--- src/rtl/drawing_pkg.sv ---
// Shared types and defaults for the drawing dispatch block.
package drawing_pkg;

    localparam int DRAWING_NUM_CH = 4;

    typedef enum logic [1:0] {
        IDLE = 2'd0,
        REQ  = 2'd1,
        ACK  = 2'd2,
        ERR  = 2'd3
    } draw_state_t;

endpackage

--- src/rtl/drawing_timeout.sv ---
// Wait-cycle counter for a dispatched request; only built when DRAWING_DISPATCH_TIMEOUT_EN is defined.
module drawing_timeout #(
    parameter int TIMEOUT_CYC = 255
) (
    input  logic clk,
    input  logic reset,
    input  logic run,
    output logic expired
);

    localparam int CNT_W = (TIMEOUT_CYC < 2) ? 1 : $clog2(TIMEOUT_CYC + 1);

    logic [CNT_W-1:0] count_r;

    // Counts edges spent waiting; cleared whenever the request is not pending, saturates at the limit.
    always_ff @(posedge clk or posedge reset) begin
        if (reset) begin
            count_r <= '0;
        end else if (!run) begin
            count_r <= '0;
        end else if (count_r != CNT_W'(TIMEOUT_CYC)) begin
            count_r <= count_r + CNT_W'(1);
        end else begin
            count_r <= count_r;
        end
    end

    // Fires on the edge that would make the TIMEOUT_CYC-th waiting edge.
    assign expired = run && (count_r == CNT_W'(TIMEOUT_CYC - 1));

endmodule

--- src/rtl/drawing_dispatch.sv ---
// Routes an upstream four-phase request to one of NUM_CH drawing units.
// Optional ack timeout enabled by defining DRAWING_DISPATCH_TIMEOUT_EN.
module drawing_dispatch
    import drawing_pkg::*;
#(
    parameter int NUM_CH      = DRAWING_NUM_CH,
    parameter int CMD_W       = 2,
    parameter int TIMEOUT_CYC = 255
) (
    input  logic              clk,
    input  logic              reset,
    input  logic              de_req,
    input  logic [CMD_W-1:0]  de_cmd,
    output logic [NUM_CH-1:0] de_req_o,
    input  logic [NUM_CH-1:0] de_ack_i,
    output logic              de_ack,
    output logic              de_err,
    output logic              de_busy
);

    localparam logic [CMD_W:0]    NUM_CH_W = (CMD_W + 1)'(NUM_CH);
    localparam logic [NUM_CH-1:0] ONE_CH   = {{(NUM_CH - 1){1'b0}}, 1'b1};

    draw_state_t       state_r;
    draw_state_t       state_nxt_s;
    logic [CMD_W-1:0]  cmd_q_r;
    logic [CMD_W-1:0]  cmd_nxt_s;
    logic              cmd_ok_s;
    logic              sel_ack_s;
    logic              timeout_s;
    logic [NUM_CH-1:0] req_o_nxt_s;
    logic              ack_nxt_s;
    logic              err_nxt_s;
    logic              busy_nxt_s;

    assign cmd_ok_s  = ({1'b0, de_cmd} < NUM_CH_W);
    // Only the acknowledge of the latched target is ever looked at.
    assign sel_ack_s = |(de_ack_i & (ONE_CH << cmd_q_r));

`ifdef DRAWING_DISPATCH_TIMEOUT_EN
    drawing_timeout #(
        .TIMEOUT_CYC (TIMEOUT_CYC)
    ) u_timeout (
        .clk     (clk),
        .reset   (reset),
        .run     (state_r == REQ),
        .expired (timeout_s)
    );
`else
    assign timeout_s = 1'b0;
`endif

    // State and latched target register.
    always_ff @(posedge clk or posedge reset) begin
        if (reset) begin
            state_r <= IDLE;
            cmd_q_r <= '0;
        end else begin
            state_r <= state_nxt_s;
            cmd_q_r <= cmd_nxt_s;
        end
    end

    // Next-state and target-latch decision.
    always_comb begin
        state_nxt_s = state_r;
        cmd_nxt_s   = cmd_q_r;
        case (state_r)
            IDLE: begin
                if (de_req) begin
                    state_nxt_s = cmd_ok_s ? REQ : ERR;
                    cmd_nxt_s   = de_cmd;
                end else begin
                    state_nxt_s = IDLE;
                end
            end
            REQ: begin
                if (sel_ack_s) begin
                    state_nxt_s = ACK;
                end else if (timeout_s) begin
                    state_nxt_s = ERR;
                end else begin
                    state_nxt_s = REQ;
                end
            end
            ACK: begin
                if (!de_req && !sel_ack_s) begin
                    state_nxt_s = IDLE;
                end else begin
                    state_nxt_s = ACK;
                end
            end
            ERR: begin
                if (!de_req) begin
                    state_nxt_s = IDLE;
                end else begin
                    state_nxt_s = ERR;
                end
            end
            default: begin
                state_nxt_s = IDLE;
            end
        endcase
    end

    // Output values derived from the upcoming state so they register alongside it.
    always_comb begin
        req_o_nxt_s = '0;
        ack_nxt_s   = 1'b0;
        err_nxt_s   = 1'b0;
        busy_nxt_s  = 1'b1;
        case (state_nxt_s)
            IDLE: busy_nxt_s  = 1'b0;
            REQ:  req_o_nxt_s = ONE_CH << cmd_nxt_s;
            ACK:  ack_nxt_s   = 1'b1;
            ERR: begin
                ack_nxt_s = 1'b1;
                err_nxt_s = 1'b1;
            end
            default: busy_nxt_s = 1'b0;
        endcase
    end

    // Output registers.
    always_ff @(posedge clk or posedge reset) begin
        if (reset) begin
            de_req_o <= '0;
            de_ack   <= 1'b0;
            de_err   <= 1'b0;
            de_busy  <= 1'b0;
        end else begin
            de_req_o <= req_o_nxt_s;
            de_ack   <= ack_nxt_s;
            de_err   <= err_nxt_s;
            de_busy  <= busy_nxt_s;
        end
    end

endmodule

--- config.mk ---
export PLATFORM = sky130hd
export DESIGN_NAME = drawing_dispatch
export DESIGN_NICKNAME = d
export VERILOG_FILES = /design/src/rtl/drawing_pkg.sv /design/src/rtl/drawing_timeout.sv /design/src/rtl/drawing_dispatch.sv
export SDC_FILE = /design/constraint.sdc
export NUM_CORES = 1
export LEC_CHECK = 0
export BUFFER_PORTS_ARGS = -buffer_cell sky130_fd_sc_hd__buf_2
export CORE_AREA = 2 2 39 41
export DETAILED_ROUTE_END_ITERATION = 12
export DIE_AREA = 0 0 41 43
export HOLD_SLACK_MARGIN = 0.15
export SLEW_MARGIN = 20
export SYNTH_ARGS = -nofsm -noshare
export SYNTH_HDL_FRONTEND = slang
export SYNTH_SLANG_ARGS = --single-unit
--- constraint.sdc ---
create_clock -name clk -period 1.36 [get_ports clk]
set_input_delay 0.136 -clock clk [delete_from_list [all_inputs] [get_ports clk]]
set_output_delay 0.136 -clock clk [all_outputs]
set_load 0.03 [all_outputs]
==> results.md, run 1 <==
• max-cap violation count: 0
• mux share of post-synthesis cell area: 9.444%
• endpoint arrival time on the critical path: 1.43 ns
• count of yosys warnings during synthesis: 0
• Clock Path Buffers: 2
• detailed-route DRC error count: 0
• vias in the first global route: 345
• post-route core utilization: 45.03%
• worst max-slew margin expressed relative to the limit: 73.26%
• largest fanout on the critical path: 3
• shortest period the worst path allows: 1.274 ns
• Fmax achieved: 784.9 MHz
• combinational share of power: 40.8%
• final worst-path cycle share: 93.68%
• final-layout setup total negative slack: 0 ns
• worst setup margin: 0.08594 ns
• number of storage elements in the synthesis netlist: 10
• antenna-violating nets left: 0
• most frequent cells in the layout: sky130_fd_sc_hd__buf_2, sky130_fd_sc_hd__dfrtp_1, sky130_fd_sc_hd__nand2_1, sky130_fd_sc_hd__dlygate4sd3_1, sky130_fd_sc_hd__inv_1
• detailed-router iteration count before antenna repair: 4
• clock net sink count: 10
• root buffer selected by CTS: sky130_fd_sc_hd__clkbuf_4
• share of the synthesized area in compound gates (AO/OA/AOI/OAI): 11.94%
• WL/cell: 11.00 um
• number of buffers created by CTS: 3
• leading cell type in the layout, fill and taps excluded: sky130_fd_sc_hd__buf_2
• adder-cell share of the synthesized area: 0%
• sequential share of power: 42.4%
• horizontal extent of the die: 41 um
• CTS clock-pin slew for the worst setup and hold paths: 0.06 ns
• number of antenna violations at the first check in global routing: 0
• starting density of the core: 32.55%
• post-placement worst setup slack: 0.1845 ns
• total inserted antenna cells: 0
• total congestion overflow after global routing: 0
• share of the yosys chip area belonging to registers: 55.56%
• maximum vdd ir drop: 0.0006050 V
• Cell Pwr Density: 1876 nW/um2
• # port buffers: 15
• netlist area before placement: 450.4 um2
• Area growth, synth to finish: 38.33%
• total wire length: 880 um
• fraction of final layout cells with drive strength greater than 1: 31.25%
• wire length of the first global-routing pass: 1400 um
• pin slew with the least headroom to its limit: 0.4007 ns
• setup violators final: 0
• count of boundary I/O pins: 16
• clock share of power: 16.8%
• Final Wtd Congestion: 0.7645
• aggregate global-route resource usage: 12.98%
• Vias: 387
• Hold Path Class: input port to flop
• CTS tree: built
• share of total power consumed by net switching: 40.57%
• vias per cell: 4.838
• Cell variety after synth: 19
• Synth Area in XOR/XNOR: 1.944%
• depth of the worst hold-timing path: 4
• H-tree level count: 1
• count of standard-cell rows: 14
• syn nets: 50
• Placeable Area: 1384 um2
• setup repair bufs after CTS: 0
• floorplan die area: 1763 um2
• Switch Pwr: 0.4741 mW
• Required @ worst endpoint: 1.52 ns
• P_int: 0.6946 mW
• endpoint kind of the worst setup timing path: flop
• number of instances in the synthesized netlist: 41
• unrepaired setup endpoints after global routing: false
• setup clock skew after layout: 0.006372 ns
• leakage power: 0.3182 nW
• worst setup path category: input port to flop
• largest family of logic cells by synthesized area: simple AND/OR/NAND/NOR gates
• NumNets Final: 75
• status: finished clean
• Simple-Gate Fraction of Synth Area: 15.83%
• Mapped Avg Cell Area: 10.99 um2
• Final Hold Viols: 0
• r2r worst-path depth: 3
• placed wire-length estimate after detailed placement: 654.8 um
• fin. max-slew vios: 0
• initial drt markers: 3
• pin count of the biggest net entering global routing: 11
• Setup crit start kind: input port
• clock insertion delay at the later pin of the skew report: 0.26 ns
• Die Span Y: 43 um
logic make-up (layout without fill, tap and decap cells):
group,count (synthesis),count (layout)
and+or+nand+nor,13,13
AOI/OAI and AO/OA,8,8
xor gates and xnor gates,1,1
muxes,3,3
buffers and inverters,6,29
DFF,10,10
layer usage:
metal  share of wire (%)  GRT usage, %  wire length [um]  vias up
li1                    -             -                 -      189
met1                  46         15.95               408      176
met2                  42         16.56               369       17
met3                 7.8         6.283                69        5
met4                 3.8         10.00                33        0
met5                   0             0                 0        -
synthesized netlist by cell type:
library cell / n / area [um2]
sky130_fd_sc_hd__nor3b_2: 1 / 12.51
sky130_fd_sc_hd__and2b_1: 1 / 7.510
sky130_fd_sc_hd__nor2_1: 1 / 3.750
sky130_fd_sc_hd__o22ai_1: 2 / 12.51
sky130_fd_sc_hd__nand3_1: 1 / 5.000
sky130_fd_sc_hd__inv_1: 5 / 18.77
sky130_fd_sc_hd__xnor2_1: 1 / 8.760
sky130_fd_sc_hd__mux4_2: 1 / 22.52
sky130_fd_sc_hd__dfrtp_1: 10 / 250.2
sky130_fd_sc_hd__nand2_1: 6 / 22.52
sky130_fd_sc_hd__and3_1: 1 / 6.260
sky130_fd_sc_hd__buf_2: 1 / 5.000
sky130_fd_sc_hd__a32oi_1: 1 / 8.760
sky130_fd_sc_hd__o32ai_1: 2 / 17.52
sky130_fd_sc_hd__o21ai_1: 1 / 5.000
sky130_fd_sc_hd__nand2b_1: 1 / 6.260
sky130_fd_sc_hd__nand3b_1: 1 / 7.510
sky130_fd_sc_hd__mux2i_1: 2 / 20.02
sky130_fd_sc_hd__o21ai_0: 2 / 10.01
sequential cells by signal, indices dropped and copies added (netlist names):
register and flops:
cmd_q_r 2, de_busy 1, de_err 1, de_req_o 4, state_r 2
area by class of cell:
cell class	count	area (um2)
timing repair buffer	21	135.1
sequential	10	250.2
multi-input combinational	25	176.4
tap	16	20.02
fill	133	760.7
inverter	5	18.77
clock buffer	3	22.52
final timing paths:
path	from	end	slack, ns
worst max-delay path	de_ack_i[3]	de_busy	0.09
worst min-delay path	de_ack_i[1]	state_r[0]	0.26
worst max register to register	cmd_q_r[1]	de_busy	0.17
worst min register to register	cmd_q_r[1]	state_r[0]	0.62
max in group asynchronous	reset	de_req_o[1]	0.67
min in group asynchronous	reset	de_busy	0.40
worst max-delay path: stages:
cell and delay (ns):
sky130_fd_sc_hd__dlygate4sd3_1 0.54, sky130_fd_sc_hd__buf_2 0.13, sky130_fd_sc_hd__mux4_2 0.48, sky130_fd_sc_hd__nand3b_1 0.10, sky130_fd_sc_hd__nand2_1 0.05
stage by stage:
stage	instance area (um2)	std cells	hold slack [ns]	power, mW
global placement	540.5	71	0.1259	0.9615
floorplan	450.4	41	-0.02382	0.8512
CTS	623.1	80	0.2665	1.179
global route	623.1	80	0.2809	1.262
detailed placement	540.5	71	0.1324	0.9622
finish	623.1	80	0.2644	1.169
power groups by stage:
stage / Sequential, mW / Combinational, mW / Clock (mW)
final: 0.496 / 0.476 / 0.197
after global routing: 0.510 / 0.528 / 0.224
after CTS: 0.494 / 0.480 / 0.205
after detailed placement: 0.499 / 0.464 / 0
after global placement: 0.499 / 0.463 / 0
after floorplan: 0.581 / 0.270 / 0
repair_timing:
| item | in CTS | in global routing |
|---|---|---|
| endpoints found under the hold margin | 18 | 0 |
| hold buffers | 6 | 0 |
| resized for setup | 0 | 0 |
(Power assumes the default switching activity.)
==> inputs of run 2 (changes only) <==
RECOVER_POWER = 50   (was unset)
==> run 2 against run 1 <==
Design area shrank 0.40%. Via count shrank 0.26%. Worst hold slack is essentially flat. Critical path type unchanged.
==> results.md, run 2 (synthesized netlist as in run 1, its figures left out) <==
• total inserted antenna cells: 0, unchanged
• fin. max-slew vios: 0, unchanged
• vias per cell: 4.825, -0.26%
• Final Hold Viols: 0, unchanged
• CTS clock-pin slew for the worst setup and hold paths: 0.06 ns, about the same
• count of boundary I/O pins: 16, unchanged
• number of flip-flops under the largest register name: 4, unchanged
• floorplan die area: 1763 um2, unchanged
• initial drt markers: 3, unchanged
• setup violators final: 0, unchanged
• Reg area: 250.2 um2, unchanged
• most frequent cells in the layout: sky130_fd_sc_hd__buf_2, sky130_fd_sc_hd__dfrtp_1, sky130_fd_sc_hd__nand2_1, sky130_fd_sc_hd__dlygate4sd3_1, sky130_fd_sc_hd__inv_1
• detailed-route DRC error count: 0, unchanged
• number of antenna violations at the first check in global routing: 0, unchanged
• final worst-path cycle share: 93.69%, about the same
• root buffer selected by CTS: sky130_fd_sc_hd__clkbuf_4
• Placeable Area: 1384 um2, unchanged
• status: finished clean
• Die Span Y: 43 um, unchanged
• total congestion overflow after global routing: 0, unchanged
• Vias: 386, -0.26%
• most flop-heavy register: de_req_o
• WL/cell: 11.06 um, +0.57%
• NumNets Final: 75, unchanged
• Fmax achieved: 784.8 MHz, about the same
• Cell Pwr Density: 1880 nW/um2, +0.21%
• leading cell type in the layout, fill and taps excluded: sky130_fd_sc_hd__buf_2
• count of standard-cell rows: 14, unchanged
• total wire length: 885 um, +0.57%
• Hold Path Class: input port to flop
• number of cells in the finished layout apart from fillers: 80, unchanged
• CTS tree: built
• footprint of the multi-input gates: 176.4 um2, unchanged
• fraction of final layout cells with drive strength greater than 1: 28.13%, -3.1 points
• FILL cells: 134, +0.75%
• largest fanout on the critical path: 3, unchanged
• Area growth, synth to finish: 37.78%
• leakage power: 0.3098 nW, -2.6%
• clock share of power: 16.9%, about the same
• endpoint kind of the worst setup timing path: flop
• wire length of the first global-routing pass: 1400 um, unchanged
• horizontal extent of the die: 41 um, unchanged
• pin slew with the least headroom to its limit: 0.4007 ns, unchanged
• Final Wtd Congestion: 0.7645, unchanged
• vias in the first global route: 345, unchanged
• starting density of the core: 32.55%, unchanged
• worst setup path category: input port to flop
• sequential share of power: 42.5%, about the same
• combinational share of power: 40.6%, -0.2 points
• aggregate global-route resource usage: 12.98%, unchanged
• H-tree level count: 1, unchanged
• shortest period the worst path allows: 1.274 ns, +0.0001539 ns
• Clock Path Buffers: 2, unchanged
• number of buffers created by CTS: 3, unchanged
• setup clock skew after layout: 0.006346 ns, -0.00002690 ns
• maximum vdd ir drop: 0.0006050 V, about the same
• worst max-slew margin expressed relative to the limit: 73.26%, unchanged
• unrepaired setup endpoints after global routing: false
• P_int: 0.6915 mW, -0.44%
• # port buffers: 15, unchanged
• antenna-violating nets left: 0, unchanged
• clock insertion delay at the later pin of the skew report: 0.26 ns, about the same
• detailed-router iteration count before antenna repair: 4, unchanged
• registers with the most flip-flops: de_req_o x4, cmd_q_r x2, state_r x2
• final-layout setup total negative slack: 0 ns, unchanged
• number of instances in the placed design: 71, unchanged
• share of total power consumed by net switching: 40.72%, +0.15 points
• endpoint arrival time on the critical path: 1.43 ns, about the same
• Required @ worst endpoint: 1.52 ns, about the same
• pin count of the biggest net entering global routing: 11, unchanged
• placed wire-length estimate after detailed placement: 654.8 um, unchanged
• Setup crit start kind: input port
• clock net sink count: 10, unchanged
• Switch Pwr: 0.4750 mW, +0.18%
• max-cap violation count: 0, unchanged
run 2: cell types whose count changed in the layout (fill, tap and decap cells not counted):
cell,previous run,this run
sky130_fd_sc_hd__clkbuf_1,0,2
sky130_fd_sc_hd__buf_2,15,13
run 2: per-stage QoR:
stage	instance area (um2)	power [mW]	hold WS, ns	setup WS [ns]	util (%)
final	620.6	1.166	0.2644	0.08578	44.85
after global routing	620.6	1.259	0.2809	0.01846	44.85
after CTS	623.1	1.179	0.2665	0.09710	45.03
after detailed placement	540.5	0.9622	0.1324	0.1845	39.06
after global placement	540.5	0.9615	0.1259	0.2090	39.06
after floorplan	450.4	0.8512	-0.02382	0.1603	-
run 2: critical path: stages:
cell and delay, ns:
sky130_fd_sc_hd__dlygate4sd3_1 0.54, sky130_fd_sc_hd__buf_2 0.13, sky130_fd_sc_hd__mux4_2 0.48, sky130_fd_sc_hd__nand3b_1 0.10, sky130_fd_sc_hd__nand2_1 0.05
run 2: area by class of cell:
| class | instances | area share (%) |
|---|---|---|
| Clock buffer | 3 | 3.629 |
| Timing Repair Buffer | 21 | 21.37 |
| Tap cell | 16 | 3.226 |
| Multi-Input combinational cell | 25 | 28.43 |
| Sequential cell | 10 | 40.32 |
| Inverter | 5 | 3.024 |
run 2: per-layer routing:
| layer | track usage, % | wire (um) |
|---|---|---|
| met2 | 16.56 | 368 |
| met5 | 0 | 0 |
| met3 | 6.283 | 75 |
| met1 | 15.95 | 408 |
| met4 | 10.00 | 33 |
run 2: final timing paths:
check / to / cells past startpoint / slack [ns] / startpoint
min reg2reg: state_r[0] / 2 / 0.62 / cmd_q_r[1]
max: de_busy / 5 / 0.09 / de_ack_i[3]
max reg2reg: de_busy / 3 / 0.17 / cmd_q_r[1]
min in group asynchronous: de_busy / 3 / 0.40 / reset
max in group asynchronous: de_req_o[1] / 3 / 0.67 / reset
min: state_r[0] / 4 / 0.26 / de_ack_i[1]
run 2: repair_timing:
action / 4_1_cts / 5_1_grt
gates resized for setup: 0 / 0
hold buffers: 6 / 0
setup buffers: 0 / 0
endpoints found under the hold margin: 18 / 0
run 2: power by group through the flow:
stage	registers [mW]	logic, mW	clock network, mW
2_1_floorplan	0.581	0.270	0
3_3_place_gp	0.499	0.463	0
3_5_place_dp	0.499	0.464	0
4_1_cts	0.494	0.480	0.205
5_1_grt	0.510	0.525	0.224
6_report	0.496	0.474	0.197
==> inputs of run 3 (changes only) <==
CELL_PAD_IN_SITES_DETAIL_PLACEMENT = 1   (was unset)
CELL_PAD_IN_SITES_GLOBAL_PLACEMENT = 1   (was unset)
CORE_AREA = unset   (was 2 2 39 41)
CORE_MARGIN = 2   (was unset)
CORE_UTILIZATION = 33   (was unset)
DIE_AREA = unset   (was 0 0 41 43)
PLACE_DENSITY_LB_ADDON = 0.1   (was unset)
==> run 3 against run 2 <==
Critical path depth is the same. Largest cell class unchanged. Core utilization rose by 3.1 points. Highest routed layer unchanged. Setup slack worse by 0.0065 ns. Sequential power increased by 4%. Routed wire length grew 31%. Non-clock buffer count shrank 1. Critical path type unchanged. Via count is 12% higher. Clock skew decreased by 0.0044 ns. Critical endpoint unchanged. Count of clock-buffer cells in the layout unchanged. Fmax fell by 0.51%. Flip-flop and latch count stayed put. Design area down 0.81%.
==> results.md, run 3 (synthesized netlist as in run 1, its figures left out) <==
• total inserted antenna cells: 0, unchanged
• post-route core utilization: 47.91%, +3.1 points
• CTS tree: built
• P_int: 0.6956 mW, +0.58%
• sequential share of power: 42.7%, +0.2 points
• Fmax achieved: 780.8 MHz, -0.51%
• count of boundary I/O pins: 16, unchanged
• unrepaired setup endpoints after global routing: false
• number of antenna violations at the first check in global routing: 0, unchanged
• Area growth, synth to finish: 36.67%
• Die Span Y: 40.95 um, -4.8%
• NumNets Final: 74, -1.3%
• CTS clock-pin slew for the worst setup and hold paths: 0.06 ns, about the same
• vias in the first global route: 398, +15%
• Required @ worst endpoint: 1.52 ns, about the same
• horizontal extent of the die: 40.95 um, -0.13%
• setup clock skew after layout: 0.001923 ns, -0.004422 ns
• Setup crit start kind: input port
• wire length of the first global-routing pass: 1718 um, +23%
• registers with the most flip-flops: de_req_o x4, cmd_q_r x2, state_r x2
• aggregate global-route resource usage: 16.76%, +3.8 points
• placed wire-length estimate after detailed placement: 890.3 um, +36%
• setup slack of the worst register-to-register path: 0.11 ns, -0.06 ns
• number of flip-flops under the largest register name: 4, unchanged
• vias per cell: 5.526, +15%
• endpoint kind of the worst setup timing path: flop
• H-tree level count: 1, unchanged
• Vias: 431, +12%
• leading cell type in the layout, fill and taps excluded: sky130_fd_sc_hd__buf_2
• shortest period the worst path allows: 1.281 ns, +0.006472 ns
• pin slew with the least headroom to its limit: 0.3741 ns, -0.02662 ns
• largest fanout on the critical path: 3, unchanged
• endpoint arrival time on the critical path: 1.44 ns, about the same
• setup repair bufs after CTS: 0, unchanged
• total congestion overflow after global routing: 0, unchanged
• largest incremental delay on the critical path: 0.53 ns, about the same
• detailed-router iteration count before antenna repair: 4, unchanged
• number of buffers created by CTS: 3, unchanged
• Placeable Area: 1285 um2, -7.1%
• list of cells traversed by the critical path: dlygate4sd3_1 -> buf_2 -> mux4_2 -> nand3b_1 -> nand2_1
• final worst-path cycle share: 94.17%, +0.48 points
• clock insertion delay at the later pin of the skew report: 0.26 ns, about the same
• Switch Pwr: 0.5122 mW, +7.8%
• Hold Path Class: input port to flop
• total wire length: 1155 um, +31%
• count of standard-cell rows: 13, -1
• floorplan die area: 1676 um2, -4.9%
• # port buffers: 15, unchanged
• Final Hold Viols: 0, unchanged
• pin count of the biggest net entering global routing: 11, unchanged
• max-cap violation count: 0, unchanged
• worst max-slew margin expressed relative to the limit: 75.03%, +1.8 points
• clock share of power: 16.3%, -0.6 points
• leakage power: 0.3074 nW, -0.77%
• setup violators final: 0, unchanged
• root buffer selected by CTS: sky130_fd_sc_hd__clkbuf_4
• status: finished clean
• detailed-route DRC error count: 0, unchanged
• Clock Path Buffers: 2, unchanged
• Final Wtd Congestion: 0.7909, +3.5%
• fin. max-slew vios: 0, unchanged
• most flop-heavy register: de_req_o
• most frequent cells in the layout: sky130_fd_sc_hd__buf_2, sky130_fd_sc_hd__dfrtp_1, sky130_fd_sc_hd__nand2_1, sky130_fd_sc_hd__inv_1, sky130_fd_sc_hd__dlygate4sd3_1
• Cell Pwr Density: 1962 nW/um2, +4.4%
• clock net sink count: 10, unchanged
• share of total power consumed by net switching: 42.41%, +1.7 points
• starting density of the core: 35.05%, +2.5 points
• worst setup path category: input port to flop
• FILL cells: 145, +8.2%
• maximum vdd ir drop: 0.0006573 V, +8.6%
• fraction of final layout cells with drive strength greater than 1: 28.57%, +0.45 points
• final-layout setup total negative slack: 0 ns, unchanged
• minimum hold slack: 0.1888 ns, -0.07554 ns
• combinational share of power: 41.0%, +0.4 points
• antenna-violating nets left: 0, unchanged
• WL/cell: 14.81 um, +34%
• initial drt markers: 5, +2
• cell with the largest stage delay on the worst path: sky130_fd_sc_hd__dlygate4sd3_1
[run 3: changes by cell type in the layout (fill, tap and decap cells not counted), sizes merged]
cell | before | now
dlygate4sd3 | 6 | 5
[run 3: what timing repair did]
item | 4_1_cts | 5_1_grt
gates resized for setup | 0 | 1
hold endpoints to repair | 17 | 0
hold buffers | 5 | 0
setup endpoints to repair | 0 | 2
[run 3: worst max-delay path, delay by kind of cell]
kind,cells,cell delay [ns]
buffers and inverters,2,0.67
muxes,1,0.48
and+or+nand+nor,2,0.16
[run 3: final timing paths]
kind	to	cells after the start	from
setup reg to reg	de_req_o[1]	3	state_r[1]
min in group asynchronous	state_r[1]	3	reset
hold reg to reg	state_r[0]	2	cmd_q_r[1]
hold / removal	cmd_q_r[1]	3	de_cmd[1]
max in group asynchronous	de_req_o[1]	3	reset
setup / recovery	de_busy	5	de_ack_i[3]
[run 3: power groups by stage]
stage / sequential, mW / clock (mW) / combinational, mW
floorplan: 0.581 / 0 / 0.270
global placement: 0.498 / 0 / 0.467
detailed placement: 0.510 / 0 / 0.482
CTS: 0.505 / 0.205 / 0.494
global route: 0.534 / 0.223 / 0.536
finish: 0.515 / 0.197 / 0.495
[run 3: area by class of cell]
type                    instances  area, um2  share of cell area (%)
inverters                       5      18.77                   3.049
well taps                      15      18.77                   3.049
multi-input cells              25      182.7                   29.67
repair buffers                 20      122.6                   19.92
clock buffers                   3      22.52                   3.659
flip-flops and latches         10      250.2                   40.65
[run 3: metrics by stage]
step / cells / setup WS (ns) / total power [mW] / cell area [um2]
2_1_floorplan: 41 / 0.1603 / 0.8512 / 450.4
3_3_place_gp: 70 / 0.1992 / 0.9652 / 539.3
3_5_place_dp: 70 / 0.1472 / 0.9923 / 539.3
4_1_cts: 78 / 0.08237 / 1.205 / 611.8
5_1_grt: 78 / 0.03992 / 1.294 / 615.6
6_report: 78 / 0.07931 / 1.208 / 615.6
[run 3: metal layers]
metal | part of all wire [%] | vias up | routed length [um] | global-route usage [%]
li1 | - | 190 | - | -
met1 | 38 | 198 | 437 | 19.45
met2 | 50 | 30 | 572 | 25.00
met3 | 7.8 | 13 | 90 | 5.435
met4 | 4.7 | 0 | 54 | 13.33
met5 | 0 | - | 0 | 0
